`config.mk`:
```
export PLATFORM = sky130hd
export DESIGN_NAME = video_stream_tx
export DESIGN_NICKNAME = d
export VERILOG_FILES = /design/src/rtl/video_stream_tx.sv
export SDC_FILE = /design/constraint.sdc
export NUM_CORES = 1
export LEC_CHECK = 0
export CORE_UTILIZATION = 50
export CTS_CLUSTER_DIAMETER = 100
export DETAILED_ROUTE_END_ITERATION = 7
export GPL_TIMING_DRIVEN = 0
export PLACE_DENSITY = 0.83
export SYNTH_ARGS = -nofsm -noshare
export SYNTH_HDL_FRONTEND = slang
export SYNTH_SLANG_ARGS = --single-unit
```
`constraint.sdc`:
```
create_clock -name clk -period 2.43 [get_ports clk]
set_clock_uncertainty 0.1 [all_clocks]
set_input_delay 0.3645 -clock clk [delete_from_list [all_inputs] [get_ports clk]]
set_output_delay 0.3645 -clock clk [all_outputs]
set_load 0.02 [all_outputs]
```
`src/rtl/video_stream_tx.sv`:
```
// video_stream_tx: drives an upstream valid/ready pixel stream out as raster
// video timing (hs/vs/de/rgb) with active line/column indices. A slot is never
// stalled: a missing pixel goes out black and raises a sticky underflow flag.
// Misplaced start-of-frame markers raise a sticky sof_err flag.
module video_stream_tx #(
  parameter int H_ACTIVE = 1280,
  parameter int H_FP     = 110,
  parameter int H_SYNC   = 40,
  parameter int H_BP     = 220,
  parameter int V_ACTIVE = 720,
  parameter int V_FP     = 5,
  parameter int V_SYNC   = 5,
  parameter int V_BP     = 20,
  parameter bit HS_POL   = 1'b1,
  parameter bit VS_POL   = 1'b1
) (
  input  logic        clk,
  input  logic        rst,
  input  logic        enable,
  input  logic        pix_valid,
  output logic        pix_ready,
  input  logic        pix_sof,
  input  logic [23:0] pix_data,
  input  logic        clear_err,
  output logic        hs,
  output logic        vs,
  output logic        de,
  output logic [7:0]  rgb_r,
  output logic [7:0]  rgb_g,
  output logic [7:0]  rgb_b,
  output logic [11:0] line_counter,
  output logic [11:0] column_counter,
  output logic        frame_done,
  output logic        underflow,
  output logic        sof_err
);

  localparam int H_TOTAL = H_ACTIVE + H_FP + H_SYNC + H_BP;
  localparam int V_TOTAL = V_ACTIVE + V_FP + V_SYNC + V_BP;

  localparam logic [11:0] H_LAST    = 12'(H_TOTAL - 1);
  localparam logic [11:0] V_LAST    = 12'(V_TOTAL - 1);
  localparam logic [11:0] H_ACT     = 12'(H_ACTIVE);
  localparam logic [11:0] V_ACT     = 12'(V_ACTIVE);
  localparam logic [11:0] HS_START  = 12'(H_ACTIVE + H_FP);
  localparam logic [11:0] HS_END    = 12'(H_ACTIVE + H_FP + H_SYNC);
  localparam logic [11:0] VS_START  = 12'(V_ACTIVE + V_FP);
  localparam logic [11:0] VS_END    = 12'(V_ACTIVE + V_FP + V_SYNC);

  typedef enum logic [1:0] {IDLE, RUN, STOPPING} state_t;

  state_t      state, state_nxt;
  logic [11:0] h_cnt, v_cnt;
  logic        running, active, at_last, at_origin, in_hsync, in_vsync, accept;

  logic        hs_p1, vs_p1, de_p1, frame_done_p1;
  logic [23:0] rgb_p1;
  logic [11:0] line_p1, column_p1;

  // Sync output level for a given region membership and polarity.
  function automatic logic sync_level(input logic in_region, input logic pol);
    return in_region ? pol : ~pol;
  endfunction

  assign running   = (state != IDLE);
  assign active    = (h_cnt < H_ACT) && (v_cnt < V_ACT);
  assign at_last   = (h_cnt == H_LAST) && (v_cnt == V_LAST);
  assign at_origin = (h_cnt == 12'd0) && (v_cnt == 12'd0);
  assign in_hsync  = (h_cnt >= HS_START) && (h_cnt < HS_END);
  assign in_vsync  = (v_cnt >= VS_START) && (v_cnt < VS_END);
  assign pix_ready = running && active;
  assign accept    = pix_ready && pix_valid;

  // State register.
  always_ff @(posedge clk) begin
    if (rst) state <= IDLE;
    else     state <= state_nxt;
  end

  // Next state: stopping only ever leaves to IDLE on the last slot of a frame.
  always_comb begin
    state_nxt = state;
    case (state)
      IDLE:     if (enable) state_nxt = RUN;
      RUN:      if (!enable) state_nxt = STOPPING;
      STOPPING: begin
        if (enable)       state_nxt = RUN;
        else if (at_last) state_nxt = IDLE;
      end
      default:  state_nxt = IDLE;
    endcase
  end

  // Raster position counters; held at the origin while idle.
  always_ff @(posedge clk) begin
    if (rst || !running) begin
      h_cnt <= '0;
      v_cnt <= '0;
    end else if (h_cnt == H_LAST) begin
      h_cnt <= '0;
      v_cnt <= (v_cnt == V_LAST) ? 12'd0 : v_cnt + 12'd1;
    end else begin
      h_cnt <= h_cnt + 12'd1;
    end
  end

  // Stage p1: registered timing, pixel and index outputs.
  always_ff @(posedge clk) begin
    if (rst) begin
      hs_p1         <= ~HS_POL;
      vs_p1         <= ~VS_POL;
      de_p1         <= 1'b0;
      rgb_p1        <= '0;
      line_p1       <= '0;
      column_p1     <= '0;
      frame_done_p1 <= 1'b0;
    end else begin
      hs_p1         <= sync_level(running && in_hsync, HS_POL);
      vs_p1         <= sync_level(running && in_vsync, VS_POL);
      de_p1         <= pix_ready;
      rgb_p1        <= accept ? pix_data : 24'd0;
      line_p1       <= pix_ready ? v_cnt : 12'd0;
      column_p1     <= pix_ready ? h_cnt : 12'd0;
      frame_done_p1 <= running && at_last;
    end
  end

  // Sticky error flags; a new event in the clearing cycle keeps the flag set.
  always_ff @(posedge clk) begin
    if (rst) begin
      underflow <= 1'b0;
      sof_err   <= 1'b0;
    end else begin
      if (pix_ready && !pix_valid) underflow <= 1'b1;
      else if (clear_err)          underflow <= 1'b0;
      if (accept && (pix_sof != at_origin)) sof_err <= 1'b1;
      else if (clear_err)                   sof_err <= 1'b0;
    end
  end

  assign hs             = hs_p1;
  assign vs             = vs_p1;
  assign de             = de_p1;
  assign rgb_r          = rgb_p1[23:16];
  assign rgb_g          = rgb_p1[15:8];
  assign rgb_b          = rgb_p1[7:0];
  assign line_counter   = line_p1;
  assign column_counter = column_p1;
  assign frame_done     = frame_done_p1;

endmodule
```
==> impl_results.html, run 1 <==
<table>
<tr><th>Metric</th><th>Value</th></tr>
<tr><th colspan="2">Run status</th></tr>
<tr><td>Status</td><td>finished, final reports clean</td></tr>
<tr><th colspan="2">Placed design</th></tr>
<tr><td>Final RePlAce weighted congestion</td><td>0.8862</td></tr>
<tr><td>DPL Wire Length</td><td>about 4900 µm</td></tr>
<tr><td>Input/output buffers</td><td>between 80 and 90</td></tr>
<tr><th colspan="2">Yosys</th></tr>
<tr><td>Synth Warn #</td><td>0</td></tr>
<tr><td>Top cell type's share of synthesized area</td><td>0.5300</td></tr>
<tr><td>Distinct cell type count of the synthesized netlist</td><td>just under 50</td></tr>
<tr><td>Sequential fraction of the synthesis area</td><td>0.5300</td></tr>
<tr><td>Most used flip-flop cell after synthesis</td><td>dfxtp_1</td></tr>
<tr><td>Post-synthesis register bit count</td><td>80</td></tr>
<tr><td>Synthesized netlist cell count</td><td>about 300</td></tr>
<tr><td>Largest cells by area after synthesis</td><td>dfxtp_1, and3_1, and2_1</td></tr>
<tr><td>Library cell with the largest summed area after synthesis</td><td>dfxtp_1</td></tr>
<tr><td>Mean instance size in the synthesized netlist</td><td>10.04 µm²</td></tr>
<tr><td>Netlist area before placement</td><td>between 3000 and 4000 µm²</td></tr>
<tr><td>Fraction of registers with async set/reset</td><td>0</td></tr>
<tr><td>EDFF count, synth</td><td>0</td></tr>
<tr><th colspan="2">Worst hold path</th></tr>
<tr><td>Path type of the worst min-delay path</td><td>flip-flop to flip-flop</td></tr>
<tr><th colspan="2">Global route</th></tr>
<tr><td>GRT Resource Usage Total</td><td>0.2352</td></tr>
<tr><td>Vias in the first global route</td><td>2413</td></tr>
<tr><td>Maximum number of pins on one net before global-route repair</td><td>15</td></tr>
<tr><td>Remaining Overflow, GRT</td><td>0</td></tr>
<tr><td>Wire length of the first global-routing pass</td><td>between 10000 and 15000 µm</td></tr>
<tr><td>Number of antenna violations at the first check in global routing</td><td>0</td></tr>
<tr><th colspan="2">Clock tree</th></tr>
<tr><td>Root buffer cell</td><td>clkbuf_8</td></tr>
<tr><td>Maximum buffer depth of the clock tree</td><td>2</td></tr>
<tr><td>TritonCTS clock tree</td><td>yes</td></tr>
<tr><td>Number of buffers inserted for hold repair after clock tree synthesis</td><td>0</td></tr>
<tr><td>CTS clock-pin slew for the worst setup and hold paths</td><td>roughly 0.08 ns</td></tr>
<tr><td>Htree depth</td><td>3</td></tr>
<tr><td>Clock net sink count</td><td>80</td></tr>
<tr><td>Clk_lat worst skew</td><td>~0.35 ns</td></tr>
<tr><td>Cts bufs inserted</td><td>9</td></tr>
<tr><th colspan="2">Finish</th></tr>
<tr><td>Count of antenna diodes in the layout</td><td>0</td></tr>
<tr><td>Total number of nets in the final design</td><td>approximately 440</td></tr>
<tr><td>Area added between synthesis and finish</td><td>38.55%</td></tr>
<tr><td>Multi-input logic area</td><td>roughly 1300 µm²</td></tr>
<tr><td>Ratio of cells with drive above 1 in the final layout</td><td>0.09429</td></tr>
<tr><td>Register Area</td><td>1602 µm²</td></tr>
<tr><td>Commonest non-fill, non-tap cells in the layout</td><td>clkdlybuf4s50_1, dfxtp_1, and3_1</td></tr>
<tr><td>Final core occ</td><td>0.7377</td></tr>
<tr><td>Most frequent standard cell in the layout excluding fill and tap cells</td><td>clkdlybuf4s50_1</td></tr>
<tr><td>Layout filler cell count</td><td>between 400 and 500</td></tr>
<tr><th colspan="2">STA</th></tr>
<tr><td>Final hold violation count</td><td>0</td></tr>
<tr><td>Unrepaired setup endpoints after global routing</td><td>false</td></tr>
<tr><td>Total of endpoints with negative setup slack in the final report</td><td>0</td></tr>
<tr><td>Final worst path period share</td><td>0.9167</td></tr>
<tr><td>Final slew viol count</td><td>0</td></tr>
<tr><td>FMAX</td><td>0.4489 GHz</td></tr>
<tr><td>Final min period</td><td>about 2.2 ns</td></tr>
<tr><td>Total negative setup slack</td><td>0 ns</td></tr>
<tr><th colspan="2">Critical path</th></tr>
<tr><td>Delay of the slowest cell on the worst path</td><td>0.35 ns</td></tr>
<tr><td>CP Capture Type</td><td>output port</td></tr>
<tr><td>Kind of start point of the critical path</td><td>flip-flop</td></tr>
<tr><td>Data arrival at the endpoint of the critical path</td><td>1.76 ns</td></tr>
<tr><td>Critical-path maximum fanout</td><td>9</td></tr>
<tr><td>Required arrival time at the worst endpoint</td><td>slightly below 2 ns</td></tr>
<tr><td>Ordered cell list for the critical path</td><td>buf_6, o211a_1, o21ai_2, o211a_1, dlygate4sd2_1</td></tr>
<tr><td>Cell with the most instances on the worst path</td><td>o211a_1</td></tr>
<tr><td>Slowest CP cell</td><td>dlygate4sd2_1</td></tr>
<tr><td>Worst setup path category</td><td>flip-flop to output port</td></tr>
<tr><th colspan="2">Drt</th></tr>
<tr><td>Detailed router's first-iteration violation count</td><td>a little over 90</td></tr>
<tr><td>Final wirelength</td><td>a little under 7000 µm</td></tr>
<tr><td>Routed via count</td><td>about 2.5k</td></tr>
<tr><td>Number of DRC violations after detailed routing</td><td>0</td></tr>
<tr><td>WL per Instance</td><td>approximately 15 µm</td></tr>
<tr><td>Number of optimization iterations in the first detailed-route pass</td><td>4</td></tr>
<tr><td>Via/cell ratio</td><td>between 5 and 6</td></tr>
<tr><td>Antenna viol nets, final</td><td>0</td></tr>
<tr><th colspan="2">Pwr</th></tr>
<tr><td>Psw</td><td>about 550 µW</td></tr>
<tr><td>Share of total power in sequential cells</td><td>0.519</td></tr>
<tr><td>Clock share of power</td><td>0.424</td></tr>
<tr><td>Worst vdd ir</td><td>0.0006130 V</td></tr>
<tr><td>Switching share of power</td><td>0.2150</td></tr>
<tr><td>Internal power component</td><td>~2000 µW</td></tr>
<tr><td>Static leakage</td><td>between 0.0015 and 0.002 µW</td></tr>
<tr><td>Combinational cell fraction of total power</td><td>0.058</td></tr>
<tr><td>Power density over cell area</td><td>slightly above 600 nW/µm²</td></tr>
<tr><th colspan="2">Floorplanning</th></tr>
<tr><td>DIE HEIGHT</td><td>~80 µm</td></tr>
<tr><td>Number of top-level pins</td><td>85</td></tr>
<tr><td>Standard-cell row count</td><td>27</td></tr>
<tr><td>Area of the die</td><td>6358 µm²</td></tr>
<tr><td>Die extent in x</td><td>approximately 80 µm</td></tr>
<tr><td>Core area</td><td>around 5700 µm²</td></tr>
<tr><td>Starting density of the core</td><td>0.5324</td></tr>
<tr><th colspan="2">Run</th></tr>
<tr><td>Count of max-cap constraint violations</td><td>0</td></tr>
</table>
## stage by stage
| step | area [µm²] | instances | hold WS, ns | worst slack, ns | power (µW) |
|---|---|---|---|---|---|
| after floorplan | 3029 | 303 | 0.3373 | 0.7725 | 1421 |
| after global placement | 3960 | 459 | 0.3437 | 0.1784 | 1510 |
| after detailed placement | 3960 | 459 | 0.3588 | 0.1430 | 1514 |
| after CTS | 4187 | 475 | 0.3768 | 0.2056 | 2596 |
| after global routing | 4187 | 475 | 0.4172 | 0.1035 | 2676 |
| final | 4187 | 475 | 0.3747 | 0.2025 | 2573 |
## cells in the mapped netlist, drive strengths merged, types with 3 or more instances
| master | number |
|---|---|
| buf | 11 |
| nand3 | 13 |
| and2 | 25 |
| xor2 | 9 |
| inv | 7 |
| dfxtp | 80 |
| nand4 | 12 |
| clkbuf | 8 |
| ha | 7 |
| and4 | 3 |
| xnor2 | 5 |
| and3 | 30 |
| a21oi | 9 |
| nor3 | 6 |
| nor2 | 21 |
| nand2 | 9 |
| o21ai | 10 |
| or3 | 6 |
| nor4 | 4 |
## sequential cells by signal, summed over array words and instances, names as in the netlist
| signal | cells |
|---|---|
| rgb_p1 | 24 |
| column_counter | 12 |
| h_cnt | 12 |
| line_counter | 12 |
| v_cnt | 12 |
| state | 2 |
| de | 1 |
| frame_done | 1 |
| hs | 1 |
| sof_err | 1 |
| underflow | 1 |
| vs | 1 |
## cell type report
type,count,share of cell area
buffer,19,0.03108
clock inverter,6,0.02152
clock buffer,10,0.03288
tap,72,0.02152
sequential,80,0.3825
inverter,7,0.006276
multi-input combinational,197,0.3036
timing repair buffer,84,0.2005
## power groups by stage
stage / Combinational [µW] / Sequential, µW / Clock, µW
after CTS: 149 / 1330 / 1110
after detailed placement: 148 / 1370 / 0
final: 148 / 1330 / 1090
after floorplan: 39.0 / 1380 / 0
after global routing: 159 / 1340 / 1180
after global placement: 145 / 1360 / 0
## timing repair
action / 4_1_cts / 5_1_grt
setup endpoints to repair: 1 / 0
resized for setup: 1 / 0
hold endpoints to repair: 0 / 0
buffers inserted: 0 / 0
## worst paths after layout
check | startpoint | end | slack (ns) | depth (start not counted)
worst max-delay path | v_cnt[4] | pix_ready | 0.20 | 5
worst min-delay path | sof_err | sof_err | 0.37 | 2
worst max register to register | v_cnt[4] | rgb_p1[8] | 0.45 | 7
worst min register to register | sof_err | sof_err | 0.37 | 2
## critical path: cells and delay by family (launching register included)
family / cells / cell delay (ns)
flip-flops: 1 / 0.31
buffers and inverters: 2 / 0.48
AO/OA/AOI/OAI: 3 / 0.62
## cells by family (layout without fill, tap and decap cells)
logic type	count (synthesis)	count (layout)	synth area share
flip-flops	80	80	0.5300
buffers and inverters	26	126	0.05176
multiplexers	1	1	0.003313
AO/OA/AOI/OAI	31	31	0.06501
other	1	3	0.001241
XOR/XNOR	14	14	0.04058
AND/OR/NAND/NOR	141	141	0.2791
adder cells (fa/ha/maj)	7	7	0.02898
## metal layers
layer  part of all wire  track usage  up-vias  wire length (µm)
met5                  0            0        -                 0
met2               0.48       0.3923      108              3332
li1                   -            -     1238                 -
met4              0.021      0.09821        0               142
met3              0.068      0.05829       12               471
met1               0.43       0.2879     1160              2978
(Power assumes the default switching activity.)
==> run 2: changes to the inputs <==
--- a/config.mk
+++ b/config.mk
@@ -8,6 +8,7 @@
 export CORE_UTILIZATION = 50
 export CTS_CLUSTER_DIAMETER = 100
 export DETAILED_ROUTE_END_ITERATION = 7
+export GPL_ROUTABILITY_DRIVEN = 0
 export GPL_TIMING_DRIVEN = 0
 export PLACE_DENSITY = 0.83
 export SYNTH_ARGS = -nofsm -noshare
==> results of run 2 <==
The final DEF is identical to that of run 1; final timing and power are the same.
==> run 3: changes to the inputs <==
--- a/config.mk
+++ b/config.mk
@@ -9,7 +9,6 @@
 export CTS_CLUSTER_DIAMETER = 100
 export DETAILED_ROUTE_END_ITERATION = 7
 export GPL_ROUTABILITY_DRIVEN = 0
-export GPL_TIMING_DRIVEN = 0
 export PLACE_DENSITY = 0.83
 export SYNTH_ARGS = -nofsm -noshare
 export SYNTH_HDL_FRONTEND = slang
==> impl_results.html, run 3 (synthesized netlist as in run 1, its figures left out) <==
<table>
<tr><th>Metric</th><th>Value</th></tr>
<tr><th colspan="2">Finish</th></tr>
<tr><td>Area added between synthesis and finish</td><td>35.82%</td></tr>
<tr><td>Final core occ</td><td>0.7231 (-0.01455)</td></tr>
<tr><td>Number of cells in the finished layout apart from fillers</td><td>460 (-3.2%)</td></tr>
<tr><td>Number of flip-flops in the largest register</td><td>24 (unchanged)</td></tr>
<tr><td>Ratio of cells with drive above 1 in the final layout</td><td>0.07216 (-0.02213)</td></tr>
<tr><td>Total number of nets in the final design</td><td>420 (-3.4%)</td></tr>
<tr><td>Count of antenna diodes in the layout</td><td>0 (unchanged)</td></tr>
<tr><td>Top reg by flops</td><td>rgb_p1</td></tr>
<tr><td>Commonest non-fill, non-tap cells in the layout</td><td>clkdlybuf4s50_1, dfxtp_1, and3_1</td></tr>
<tr><td>Layout filler cell count</td><td>404 (-3.1%)</td></tr>
<tr><td>Most frequent standard cell in the layout excluding fill and tap cells</td><td>clkdlybuf4s50_1</td></tr>
<tr><th colspan="2">Critical path</th></tr>
<tr><td>Cell with the most instances on the worst path</td><td>o211a_1</td></tr>
<tr><td>Ordered cell list for the critical path</td><td>o211a_1, o21ai_2, o211a_1, dlygate4sd2_1</td></tr>
<tr><td>Minimum setup slack among reg-to-reg paths</td><td>0.50 ns (+0.05 ns)</td></tr>
<tr><td>CP Capture Type</td><td>output port</td></tr>
<tr><td>Slowest CP cell</td><td>dfxtp_1</td></tr>
<tr><td>Count of buffering cells on the critical path with inverters included</td><td>1 (-1)</td></tr>
<tr><td>Data arrival at the endpoint of the critical path</td><td>1.69 ns (-0.07 ns)</td></tr>
<tr><td>Worst setup path category</td><td>flip-flop to output port</td></tr>
<tr><td>Worst setup path startpoint</td><td>v_cnt[4]</td></tr>
<tr><td>Kind of start point of the critical path</td><td>flip-flop</td></tr>
<tr><td>Kind of cell adding the most delay to the critical path</td><td>compound AO/OA/AOI/OAI gates</td></tr>
<tr><td>Terminus of the critical flop-to-flop path</td><td>v_cnt[11]</td></tr>
<tr><td>Setup crit end</td><td>pix_ready</td></tr>
<tr><td>Required arrival time at the worst endpoint</td><td>1.97 ns (about the same)</td></tr>
<tr><td>Number of cell instances on the worst register-to-register path</td><td>6 (-1)</td></tr>
<tr><td>Critical-path maximum fanout</td><td>9 (unchanged)</td></tr>
<tr><td>Delay of the slowest cell on the worst path</td><td>0.39 ns (+0.04 ns)</td></tr>
<tr><td>Levels on crit path</td><td>4 (-1)</td></tr>
<tr><td>Source of the worst register-to-register timing path</td><td>h_cnt[0]</td></tr>
<tr><th colspan="2">Floorplanning</th></tr>
<tr><td>DIE HEIGHT</td><td>79.74 µm (unchanged)</td></tr>
<tr><td>Area of the die</td><td>6358 µm² (unchanged)</td></tr>
<tr><td>Die extent in x</td><td>79.74 µm (unchanged)</td></tr>
<tr><td>Number of top-level pins</td><td>85 (unchanged)</td></tr>
<tr><td>Standard-cell row count</td><td>27 (unchanged)</td></tr>
<tr><td>Core area</td><td>5675 µm² (unchanged)</td></tr>
<tr><td>Starting density of the core</td><td>0.5324 (unchanged)</td></tr>
<tr><th colspan="2">Clock tree</th></tr>
<tr><td>TritonCTS clock tree</td><td>yes</td></tr>
<tr><td>CTS clock-pin slew for the worst setup and hold paths</td><td>0.08 ns (about the same)</td></tr>
<tr><td>Clock net sink count</td><td>80 (unchanged)</td></tr>
<tr><td>Root buffer cell</td><td>clkbuf_8</td></tr>
<tr><td>Cts bufs inserted</td><td>9 (unchanged)</td></tr>
<tr><td>Clk_lat worst skew</td><td>0.34 ns (about the same)</td></tr>
<tr><td>Post-CTS setup buffers</td><td>0 (unchanged)</td></tr>
<tr><td>Htree depth</td><td>3 (unchanged)</td></tr>
<tr><td>Maximum buffer depth of the clock tree</td><td>2 (unchanged)</td></tr>
<tr><th colspan="2">Global route</th></tr>
<tr><td>Maximum number of pins on one net before global-route repair</td><td>29 (+14)</td></tr>
<tr><td>GRT Resource Usage Total</td><td>0.2274 (-0.007734)</td></tr>
<tr><td>Global-route track usage on met3</td><td>0.05714 (-0.001143)</td></tr>
<tr><td>Wire length of the first global-routing pass</td><td>10900 µm (-3.1%)</td></tr>
<tr><td>Remaining Overflow, GRT</td><td>0 (unchanged)</td></tr>
<tr><td>Layer carrying the most global-route usage</td><td>met2</td></tr>
<tr><td>Vias in the first global route</td><td>2330 (-3.4%)</td></tr>
<tr><td>Fraction of met2 tracks used by global routing</td><td>0.3692 (-0.02308)</td></tr>
<tr><td>Met1 track demand over resource in global routing</td><td>0.2773 (-0.01057)</td></tr>
<tr><td>Number of antenna violations at the first check in global routing</td><td>0 (unchanged)</td></tr>
<tr><th colspan="2">Placed design</th></tr>
<tr><td>Number of cells in the design after placement</td><td>444 (-3.3%)</td></tr>
<tr><td>DPL Wire Length</td><td>4760 µm (-2.2%)</td></tr>
<tr><td>Setup slack at placement</td><td>0.3869 ns (+0.2440 ns)</td></tr>
<tr><td>Input/output buffers</td><td>84 (unchanged)</td></tr>
<tr><th colspan="2">Drt</th></tr>
<tr><td>Number of optimization iterations in the first detailed-route pass</td><td>4 (unchanged)</td></tr>
<tr><td>Routed via count</td><td>2419 (-3.9%)</td></tr>
<tr><td>Via/cell ratio</td><td>5.259 (-0.80%)</td></tr>
<tr><td>Final wirelength</td><td>6718 µm (-3.0%)</td></tr>
<tr><td>WL per Instance</td><td>14.60 µm (+0.19%)</td></tr>
<tr><td>Antenna viol nets, final</td><td>0 (unchanged)</td></tr>
<tr><td>Number of DRC violations after detailed routing</td><td>0 (unchanged)</td></tr>
<tr><td>Detailed router's first-iteration violation count</td><td>87 (-6.5%)</td></tr>
<tr><th colspan="2">STA</th></tr>
<tr><td>Unrepaired setup endpoints after global routing</td><td>false</td></tr>
<tr><td>Final worst path period share</td><td>0.8870 (-0.02969)</td></tr>
<tr><td>FMAX</td><td>0.4640 GHz (+3.3%)</td></tr>
<tr><td>Final slew viol count</td><td>0 (unchanged)</td></tr>
<tr><td>Final min period</td><td>2.155 ns (-0.07214 ns)</td></tr>
<tr><td>Final hold violation count</td><td>0 (unchanged)</td></tr>
<tr><td>Total of endpoints with negative setup slack in the final report</td><td>0 (unchanged)</td></tr>
<tr><td>Total negative setup slack</td><td>0 ns (unchanged)</td></tr>
<tr><td>Final critical-path setup slack</td><td>0.2746 ns (+0.07214 ns)</td></tr>
<tr><th colspan="2">Pwr</th></tr>
<tr><td>Worst vdd ir</td><td>0.0004494 V (-27%)</td></tr>
<tr><td>Power density over cell area</td><td>643.6 nW/µm² (+4.7%)</td></tr>
<tr><td>Static leakage</td><td>0.001623 µW (-2.7%)</td></tr>
<tr><th colspan="2">Run status</th></tr>
<tr><td>Status</td><td>finished, final reports clean</td></tr>
<tr><th colspan="2">Worst hold path</th></tr>
<tr><td>Path type of the worst min-delay path</td><td>flip-flop to flip-flop</td></tr>
<tr><td>Launch instance of the worst min-delay path</td><td>sof_err</td></tr>
<tr><th colspan="2">Run</th></tr>
<tr><td>Count of max-cap constraint violations</td><td>0 (unchanged)</td></tr>
</table>
run 3: through the flow:
| step | cell area [µm²] | power (µW) | hold slack [ns] |
|---|---|---|---|
| detailed placement | 3860 | 1512 | 0.3623 |
| CTS | 4104 | 2670 | 0.3812 |
| global placement | 3860 | 1512 | 0.3573 |
| finish | 4104 | 2641 | 0.3732 |
| global route | 4104 | 2741 | 0.4036 |
| floorplan | 3029 | 1421 | 0.3373 |
run 3: where the power goes:
| group | leakage, µW | internal [µW] | switching, µW |
|---|---|---|---|
| registers | 0.000647 | 1330 | 8.32 |
| clock network | 0.000124 | 711 | 450 |
| logic | 0.000852 | 82.2 | 63.6 |
run 3: repair_timing:
action | in CTS | in global routing
hold buffers | 0 | 0
setup endpoints to repair | 1 | 0
gates resized for setup | 1 | 0
run 3: final cells by class:
cell class	instances	area (µm²)	share of cell area
sequential	80	1602	0.3902
multi-input combinational	197	1271	0.3098
timing repair buffer	88	869.6	0.2119
clock buffer	11	141.4	0.03445
clock inverter	5	103.9	0.02530
tap	72	90.09	0.02195
inverter	7	26.28	0.006402
run 3: tightest hold or removal path: cells and delay by family, from the launching register on:
| family | cells | cell delay [ns] |
|---|---|---|
| flops | 1 | 0.33 |
| simple gates | 2 | 0.12 |
run 3: metal layers:
metal / vias to the layer above / wire length, µm
met2: 90 / 3068
met3: 11 / 435
met5: - / 0
li1: 1206 / -
met1: 1112 / 3074
met4: 0 / 140
run 3: worst min path at each step:
| stage | end | slack, ns | cells after the start |
|---|---|---|---|
| after detailed placement | underflow | 0.36 | 1 |
| final | sof_err | 0.37 | 2 |
| after global routing | underflow | 0.40 | 1 |
| after global placement | underflow | 0.36 | 1 |
| after floorplan | state[0] | 0.34 | 1 |
| after CTS | sof_err | 0.38 | 2 |
